===== src/rtl/display_pkg.sv =====
// Shared 7-segment display types and constants for the HEX drivers.
package display_pkg;

    localparam int unsigned SEG_W = 7;

    typedef logic [SEG_W-1:0] seg_t;

    localparam seg_t HEX_OFF = 7'h7F;

    typedef enum logic [1:0] {
        IDLE   = 2'd0,
        SCROLL = 2'd1,
        PAUSE  = 2'd2
    } scroll_state_t;

endpackage


===== src/rtl/hex_scroll_window.sv =====
// Combinational sliding-window selector: maps a start position and message
// length onto NUM_DIGITS segment codes, wrapping within the message and blanking unused digits.
module scroll_window
    import display_pkg::*;
#(
    parameter int unsigned NUM_DIGITS = 6,
    parameter int unsigned DEPTH      = 16,
    parameter int unsigned AW         = $clog2(DEPTH)
) (
    input  logic [AW-1:0]               pos_i,
    input  logic [AW:0]                 len_i,
    input  logic [DEPTH*SEG_W-1:0]      buf_i,
    output logic [NUM_DIGITS*SEG_W-1:0] win_o
);

    localparam int unsigned LW = AW + 1;

    logic [LW-1:0] sum;
    logic [LW-1:0] wrapped;
    logic [AW-1:0] idx;

    // pos+k never exceeds 2*DEPTH-2, so one conditional subtract of len is enough.
    always_comb begin
        win_o   = '0;
        sum     = '0;
        wrapped = '0;
        idx     = '0;
        for (int k = 0; k < NUM_DIGITS; k++) begin
            sum     = LW'(pos_i) + LW'(k);
            wrapped = (sum >= len_i) ? (sum - len_i) : sum;
            idx     = AW'(wrapped);
            if (LW'(k) >= len_i) begin
                win_o[k*SEG_W +: SEG_W] = HEX_OFF;
            end else begin
                win_o[k*SEG_W +: SEG_W] = buf_i[idx*SEG_W +: SEG_W];
            end
        end
    end

endmodule


===== src/rtl/hex_scroll_driver.sv =====
// Scrolling multi-digit HEX driver: message buffer, scroll FSM and registered window output.
// Optional blink-while-paused behaviour is enabled with `define SCROLL_BLINK_EN.
module hex_scroll_driver
    import display_pkg::*;
#(
    parameter int unsigned NUM_DIGITS = 6,
    parameter int unsigned DEPTH      = 16,
    parameter int unsigned AW         = $clog2(DEPTH)
) (
    input  logic                        clk,
    input  logic                        reset,
    input  logic                        en,
    input  logic                        start,
    input  logic                        stop,
    input  logic                        pause,
    input  logic                        dir,
    input  logic [AW:0]                 len,
    input  logic                        wr_en,
    input  logic [AW-1:0]               wr_addr,
    input  logic [SEG_W-1:0]            wr_data,
    output logic [NUM_DIGITS*SEG_W-1:0] hex_out,
    output logic [AW-1:0]               pos,
    output logic                        wrap,
    output logic                        busy
);

    localparam int unsigned LW = AW + 1;
    localparam logic [LW-1:0] DEPTH_L = LW'(DEPTH);
    localparam logic [LW-1:0] ONE_L   = LW'(1);
    localparam logic [NUM_DIGITS*SEG_W-1:0] ALL_OFF = {NUM_DIGITS{HEX_OFF}};

    scroll_state_t             state_q, state_d;
    logic [AW-1:0]             pos_q, pos_d;
    logic [LW-1:0]             len_q, len_d;
    logic                      wrap_q, wrap_d;
    logic                      busy_q;
    logic [NUM_DIGITS*SEG_W-1:0] hex_q, hex_d;
    seg_t                      buf_q [DEPTH];
    logic [DEPTH*SEG_W-1:0]    buf_flat;
    logic [NUM_DIGITS*SEG_W-1:0] win;
    logic                      start_ok;
`ifdef SCROLL_BLINK_EN
    logic                      blink_q, blink_d;
`endif

    // Message buffer; writes are accepted in every state.
    always_ff @(posedge clk) begin
        if (reset) begin
            for (int i = 0; i < DEPTH; i++) begin
                buf_q[i] <= HEX_OFF;
            end
        end else if (wr_en) begin
            buf_q[wr_addr] <= wr_data;
        end
    end

    always_comb begin
        buf_flat = '0;
        for (int i = 0; i < DEPTH; i++) begin
            buf_flat[i*SEG_W +: SEG_W] = buf_q[i];
        end
    end

    // Window is evaluated on the next-state pos/len so hex_out tracks pos with no lag.
    scroll_window #(
        .NUM_DIGITS (NUM_DIGITS),
        .DEPTH      (DEPTH),
        .AW         (AW)
    ) u_window (
        .pos_i (pos_d),
        .len_i (len_d),
        .buf_i (buf_flat),
        .win_o (win)
    );

    assign start_ok = start && (len != '0) && (len <= DEPTH_L);

    always_comb begin
        state_d = state_q;
        pos_d   = pos_q;
        len_d   = len_q;
        wrap_d  = 1'b0;
        hex_d   = ALL_OFF;
`ifdef SCROLL_BLINK_EN
        blink_d = 1'b0;
`endif
        if (stop) begin
            state_d = IDLE;
        end else if (start && (start_ok || state_q != IDLE)) begin
            state_d = SCROLL;
            pos_d   = '0;
            if (start_ok) begin
                len_d = len;
            end
        end else begin
            case (state_q)
                SCROLL: begin
                    if (pause) begin
                        state_d = PAUSE;
                    end else if (en) begin
                        if (!dir) begin
                            if (LW'(pos_q) == (len_q - ONE_L)) begin
                                pos_d  = '0;
                                wrap_d = 1'b1;
                            end else begin
                                pos_d = pos_q + AW'(1);
                            end
                        end else begin
                            if (pos_q == '0) begin
                                pos_d  = AW'(len_q - ONE_L);
                                wrap_d = 1'b1;
                            end else begin
                                pos_d = pos_q - AW'(1);
                            end
                        end
                    end
                end
                PAUSE: begin
                    if (!pause) begin
                        state_d = SCROLL;
                    end
                end
                default: ;
            endcase
        end

`ifdef SCROLL_BLINK_EN
        if (state_d == PAUSE) begin
            blink_d = blink_q ^ ((state_q == PAUSE) && en);
        end
`endif

        if (state_d != IDLE) begin
            hex_d = win;
`ifdef SCROLL_BLINK_EN
            if (blink_d) begin
                hex_d = ALL_OFF;
            end
`endif
        end
    end

    always_ff @(posedge clk) begin
        if (reset) begin
            state_q <= IDLE;
            pos_q   <= '0;
            len_q   <= '0;
            wrap_q  <= 1'b0;
            busy_q  <= 1'b0;
            hex_q   <= ALL_OFF;
`ifdef SCROLL_BLINK_EN
            blink_q <= 1'b0;
`endif
        end else begin
            state_q <= state_d;
            pos_q   <= pos_d;
            len_q   <= len_d;
            wrap_q  <= wrap_d;
            busy_q  <= (state_d != IDLE);
            hex_q   <= hex_d;
`ifdef SCROLL_BLINK_EN
            blink_q <= blink_d;
`endif
        end
    end

    assign hex_out = hex_q;
    assign pos     = pos_q;
    assign wrap    = wrap_q;
    assign busy    = busy_q;

endmodule


===== config.mk =====
export PLATFORM = sky130hd
export DESIGN_NAME = hex_scroll_driver
export DESIGN_NICKNAME = d
export VERILOG_FILES = /design/src/rtl/display_pkg.sv /design/src/rtl/hex_scroll_window.sv /design/src/rtl/hex_scroll_driver.sv
export SDC_FILE = /design/constraint.sdc
export NUM_CORES = 1
export LEC_CHECK = 0
export CAP_MARGIN = 5
export CORE_MARGIN = 5
export CORE_UTILIZATION = 62
export CTS_CLUSTER_DIAMETER = 60
export DETAILED_ROUTE_END_ITERATION = 6
export MAX_ROUTING_LAYER = met4
export PLACE_DENSITY = 0.94
export SYNTH_ARGS = -nofsm -noshare
export SYNTH_HDL_FRONTEND = slang
export SYNTH_SLANG_ARGS = --single-unit

===== constraint.sdc =====
create_clock -name clk -period 7.6 [get_ports clk]
set_input_delay 1.52 -clock clk [delete_from_list [all_inputs] [get_ports clk]]
set_output_delay 1.52 -clock clk [all_outputs]
set_load 0.005 [all_outputs]

* Yosys cells after proc, flatten, opt, wreduce, memory -nomap -nowiden
Memory sizes are Yosys's and may differ from the RTL's.
Index checks and enable logic that the tools add are counted.
** Storage, ports and cells
- Flip-flop bits (word level) :: 55
- Bits in latches :: 0
- Memory bits (writable) :: 112
- ROM bits :: 0
- Input bits :: 24
- Logic and storage cells :: 106
- Memories :: 1
** Operators by class
- Add/subtract/negate cells :: 14
- Multiply operators :: 6
- Div/mod/pow operators :: 0
- Magnitude comparators :: 13
- Eq/ne operators :: 3
- Shift-type cells :: 6
- Mux-type cells :: 33
- Bitwise operators :: 3
- Reduce and logical (&&, ||, !) cells :: 16
** Memories
- buf_q :: words 16, width 7, read ports 16, clocked after memory_dff 0, wr ports 16, RTL line hex_scroll_driver.sv:38 : seg_t buf_q [DEPTH];
** Operators with widths (number)
- $shiftx 112x8->7 :: 6
- $mux 4 :: 15
- $mul 4x3->7 const B :: 6
- $ge 5x5->1 :: 5
- $sub 4x4->4 :: 6
- $reduce_or 3->1 :: 6
- $mux 5 :: 3
- $add 4x2->5 const B :: 2
- $add 4x3->5 const B :: 2
- $ge 1x5->1 const A :: 2
- $ge 2x5->1 const A :: 2
- $ge 3x5->1 const A :: 2
- $mux 1 :: 9
- $mux 2 :: 4
- $mux 7 :: 1
- $reduce_or 7->1 :: 1
- $reduce_or 6->1 :: 1
- $add 4x1->5 const B :: 1
- $eq 4x5->1 :: 1
- $ge 4x5->1 :: 1
- $le 5x5->1 const B :: 1
- $reduce_bool 5->1 :: 1
- $sub 5x1->5 const B :: 1
- $add 4x1->4 const B :: 1
- 9 further kinds :: 14

* Longest topological paths before layout
- Depth in word-level cells :: 14
- Gate-level depth with buffers :: 24
- Depth with buffers taken out :: 21

* Cells and area by module
Synthesis repeated with hierarchy kept, for this count alone.
** Unflattened totals
- Cells, all modules :: 1578
- Area, all modules :: 14033.5 um2
** By module, submodules not included
- scroll_window :: times used 1, cells each 1092, area each 7579.8 um2, seq. area each 0.0 um2
- hex_scroll_driver :: times used 1, cells each 486, area each 6453.7 um2, seq. area each 4464.3 um2

* Least setup slack after synthesis
Ideal clock, no wire load.
- Path kind :: input-to-reg
- Start :: input len[2]
- End :: register hex_q[13] (netlist: hex_out[13])
- Setup time :: 127 ps
- Data arrival time :: 6165 ps
- Data required time :: 7473 ps
- Setup slack :: 1309 ps
- Cell stages on the path :: 18
- Buffers on the path :: 1
- Cell sequence :: nor4_4 > mux2_4 > a211oi_4 > and2_1 > a22oi_4 > inv_1 > ha_1 > or3_4 > nand2_1 > inv_1 > ha_1 > a21oi_1 > o21ai_1 > mux2i_2 > clkbuf_1 > mux4_2 > a22o_1 > or3_1
** Between the ends
- Cells in the longest elaborated chain, start to end :: 12
- Elaborated cells on any way between the ends :: 23
- Classes of those cells :: add/sub: 2; mul: 1; order compare: 3; shift: 1; mux: 8; bitwise: 1; reduce/logical: 7
** Ends and longest elaborated chain
- start, declared :: RTL line hex_scroll_driver.sv:17 : input logic [AW:0] len,
- parallel branches: the longest is 2 deep, another holds $le 5x5->1
- $logic_and 1x1->1 * :: RTL line hex_scroll_driver.sv:76 : assign start_ok = start && (len != '0) && (len <= DEPTH_L);
- $logic_or 1x1->1 * :: RTL line hex_scroll_driver.sv:89 : end else if (start && (start_ok || state_q != IDLE)) begin
- $logic_and 1x1->1 * :: RTL line hex_scroll_driver.sv:89
- $mux 4 * :: RTL line hex_scroll_driver.sv:89
- $mux 4 * :: RTL line hex_scroll_driver.sv:87 : if (stop) begin
- net pos_d[1] :: RTL line hex_scroll_driver.sv:33 : logic [AW-1:0] pos_q, pos_d;
- $add 4x1->5 * :: RTL line hex_scroll_window.sv:29 : sum = LW'(pos_i) + LW'(k);
- $sub 4x4->4 / $ge 5x5->1 (equally long branches) :: RTL line hex_scroll_window.sv:30 : wrapped = (sum >= len_i) ? (sum - len_i) : sum;
- $mux 4 * :: RTL line hex_scroll_window.sv:30
- $mul 4x3->7 * :: RTL line hex_scroll_window.sv:35 : win_o[k*SEG_W +: SEG_W] = buf_i[idx*SEG_W +: SEG_W];
- $shiftx 112x8->7 * :: RTL line hex_scroll_window.sv:35
- end signal, assigned :: RTL line hex_scroll_driver.sv:150 : hex_q <= ALL_OFF;
- end signal, assigned :: RTL line hex_scroll_driver.sv:160 : hex_q <= hex_d;
- end, declared :: RTL line hex_scroll_driver.sv:37 : logic [NUM_DIGITS*SEG_W-1:0] hex_q, hex_d;
Mark *: on every way through the listed nets, which the timed path passes.
A chain may end at the register's enable or synchronous reset.

* Worst setup path after layout
- Start :: input len[3]
- End :: register hex_q[35] (netlist: hex_out[35])
** Between the ends
- Cells in the longest elaborated chain, start to end :: 12
- Elaborated cells on any way between the ends :: 23
- Classes of those cells :: add/sub: 2; mul: 1; order compare: 3; shift: 1; mux: 8; bitwise: 1; reduce/logical: 7
** Ends and longest elaborated chain
- parallel branches: the longest is 12 deep, another holds $mul 4x3->7
Parallel ways; which one is timed is not known.

==> flow_metrics.tcl <==
set metrics [dict create \
    holdWs_ns 0.743 \
    viasPerCell 7.00 \
    postSynthAreaPerCell_sq_um 8.64 \
    die_w_um 159 \
    row_count 54 \
    core_area_sq_um 21900 \
    routedWlPerCell_um 25.0 \
    startpoint_type "input port" \
    wirelength_um 48300 \
    required_ns 7.90 \
    reg2reg_from "len_q[0]" \
    async_reset_ff_share_pct 0 \
    slew_viol_final 0 \
    synth_edf_count 112 \
    grt-ovfl-total 0 \
    layout_common_cells "276 x nand2_1, 112 x edfxtp_1, 110 x mux2i_1" \
    die_y_um 159 \
    peakVddDrop_mv 0.166 \
    fill_cells 1656 \
    cts_inserted_buffers 17 \
    drtPass1Iterations 7 \
    ys.warnings.count 0 \
    syn_area_sq_um 13800 \
    hold_violations 0 \
    layout.nets 1698 \
    startpoint "len[3]" \
    fin_skew_ns 0.0180 \
    dieArea_sq_um 25400 \
    crit_buf_inv 3 \
    num_vias 13500 \
    cts_tree "yes" \
    powerDensity_nw_per_um2 201 \
    grt_pass1_wl_um 72800 \
    ys_types 82 \
    cts_root_buffer "clkbuf_16" \
    clkSinkCount 167 \
    synth_nets 1663 \
    clk_pin_slew_worst_paths_ns 0.08 \
    path_cells "clkdlybuf4s50_1 -> nor4_4 -> mux2_4 -> and2_2 -> o21ai_2 -> or2_2 -> inv_1 -> ha_1 -> a211o_1 -> xnor2_2 -> ha_1 -> nand2_1 -> o21ai_1 -> mux2i_4 -> buf_4 -> nor2b_1 -> a211oi_1 -> a21oi_1 -> a21oi_1 -> a211oi_1" \
    period_share_pct 92.6 \
    setup_viol 0 \
    leakagePower_nw 5.85 \
    port_buffers 71 \
    reg2regPathDepth 21 \
    cts.path.max_buffers 2 \
    grt_pass1_vias 12100 \
    grt_max_degree 57 \
    io_pins 72 \
    areaGrowthSynthToFinish_pct 12.0 \
    grt_use_total_pct 37.4 \
    slew_headroom_pct 17.7 \
    r2r-end "hex_out[35]" \
    worst_pin_slew_ns 1.23 \
    ant_nets 0 \
    path_max_fanout 20 \
    ys_ff_latch 167 \
    grt_setup_unrepaired "false" \
    path_delay_family "compound AO/OA/AOI/OAI gates" \
    reg2reg_setup_slack_ns 1.51 \
    hp-class "flip-flop to flip-flop" \
    antenna_found_initial 1 \
    start_util_pct 63.1 \
    worstSkewPairLatency_ns 0.45 \
    max_stage_delay_ns 0.66 \
    htree_levels 4 \
    gp_congestion 1.06 \
    cts.hold.buffers_added 0 \
    cts_setup_buffers 0 \
    status "finished, final reports clean" \
    syn_inst 1599 \
    final_common_cell "nand2_1" \
    critPathKind "input port to flip-flop" \
    cts_resized 0 \
    crit_cells 20 \
    synth_flop_cell "edfxtp_1" \
    drc_errors 0 \
    ys_seq_area_share_pct 32.3 \
    place_hpwl_um 36300 \
    slowest_stage "mux2i_4" \
    cp-end-kind "flip-flop" \
    cap_violations 0 \
    endpoint "hex_out[35]" \
    max_freq_mhz 142 \
    finalSetupTns_ns 0 \
    arrival_ns 7.34 \
    drtIter0Drc 2364 \
    period_needed_ns 7.04 \
    drive_gt1_share_pct 14.8 \
]
-- worst min-delay path, cell delays in order, from the launching register on --
cell and delay [ns]:
dfxtp_1 0.33, inv_1 0.11, o22ai_1 0.08, nor2_1 0.12, nor3_1 0.06
-- stage by stage --
stage / setup WS, ns / instances / util [%] / total power (W) / instance area, sq um
5_1_grt: 0.240 / 1928 / 70.7 / 0.00320 / 15500
3_5_place_dp: 0.169 / 1895 / 68.1 / 0.00219 / 14900
3_3_place_gp: 0.330 / 1895 / 68.1 / 0.00217 / 14900
2_1_floorplan: 1.31 / 1599 / - / 0.00185 / 13800
4_1_cts: 0.642 / 1927 / 70.7 / 0.00305 / 15500
6_report: 0.564 / 1928 / 70.7 / 0.00311 / 15500
-- per-layer routing --
metal / share of wire (%) / routed length [um] / vias to the layer above / track usage, %
met3: 14 / 6710 / 178 / 7.04
met2: 44 / 21100 / 1116 / 55.5
li1: - / - / 5916 / -
met1: 37 / 17900 / 6290 / 50.2
met4: 5.3 / 2550 / 0 / 16.1
met5: 0 / 0 / - / -
-- how the worst min path moves through the flow --
stage / endpoint / depth (start not counted) / startpoint
floorplan: len_q[0] / 2 / len_q[0]
global placement: state_q[0] / 4 / state_q[0]
detailed placement: state_q[0] / 4 / state_q[0]
CTS: state_q[0] / 4 / state_q[0]
global route: state_q[0] / 4 / state_q[0]
finish: state_q[0] / 4 / state_q[0]
-- final cells by class --
class,count,area (sq um),area share [%]
Timing Repair Buffer,123,1180,7.60
Clock inverter,15,148,0.954
Inverter,26,97.6,0.630
Clock buffer,17,425,2.75
Tap cell,280,350,2.26
Multi-Input combinational cell,1299,8820,57.0
Antenna cell,1,2.50,0.0162
Sequential cell,167,4460,28.8
-- kinds of logic after synthesis --
group,synth area share [%]
flops,32.3
mux,13.7
compound gates,19.3
simple gates,24.7
xor+xnor,1.74
buf+inv,4.44
fa+ha+maj,3.84
-- sequential cells by signal, indices dropped and copies added, names as in the netlist --
name	cells
wrap	1
state_q	2
hex_out	42
busy	1
buf_q	112
pos	4
len_q	5
-- synthesized netlist by cell type, types with 4 or more instances --
master      n  share of area (%)
and2_1     52                2.4
a32oi_1     8               0.51
or3_1      12               0.54
buf_2      33                1.2
a221oi_1   10               0.63
o221ai_1    7               0.44
a211oi_1   91                4.9
mux4_2      6               0.98
nor3_1     17               0.62
clkbuf_1   59                1.6
and3_1      8               0.36
o21bai_1    4               0.22
a31oi_1    29                1.3
buf_4       6               0.33
nand4_1     9               0.41
o21ai_1     5               0.18
a22oi_1    25                1.4
o21ai_0    32                1.2
buf_1       4               0.11
xnor2_1    16                1.0
mux2_2     44                3.6
a21o_1     12               0.65
nand2b_1   50                2.3
o22ai_1     6               0.27
or2_2      77                3.5
edfxtp_1  112                 24
dfxtp_1    55                8.0
nor2b_1    49                2.2
nand3_1    54                2.0
a311oi_1   22                1.4
mux2i_1   113                8.2
nand2_1   276                7.5
a22o_1     10               0.63
fa_1        4               0.58
xor2_1      5               0.32
inv_1      24               0.65
nor2_1     67                1.8
ha_1       36                3.3
a21oi_1    84                3.0
-- report_power, final --
group          total [W]  internal, W  leakage, nW  switching, W
Clock           0.000881     0.000439        0.281      0.000442
Combinational    0.00112     0.000446         3.99      0.000671
Sequential       0.00111      0.00101         1.57      0.000102
Total            0.00311      0.00190         5.85       0.00122
(Power assumes the default switching activity.)
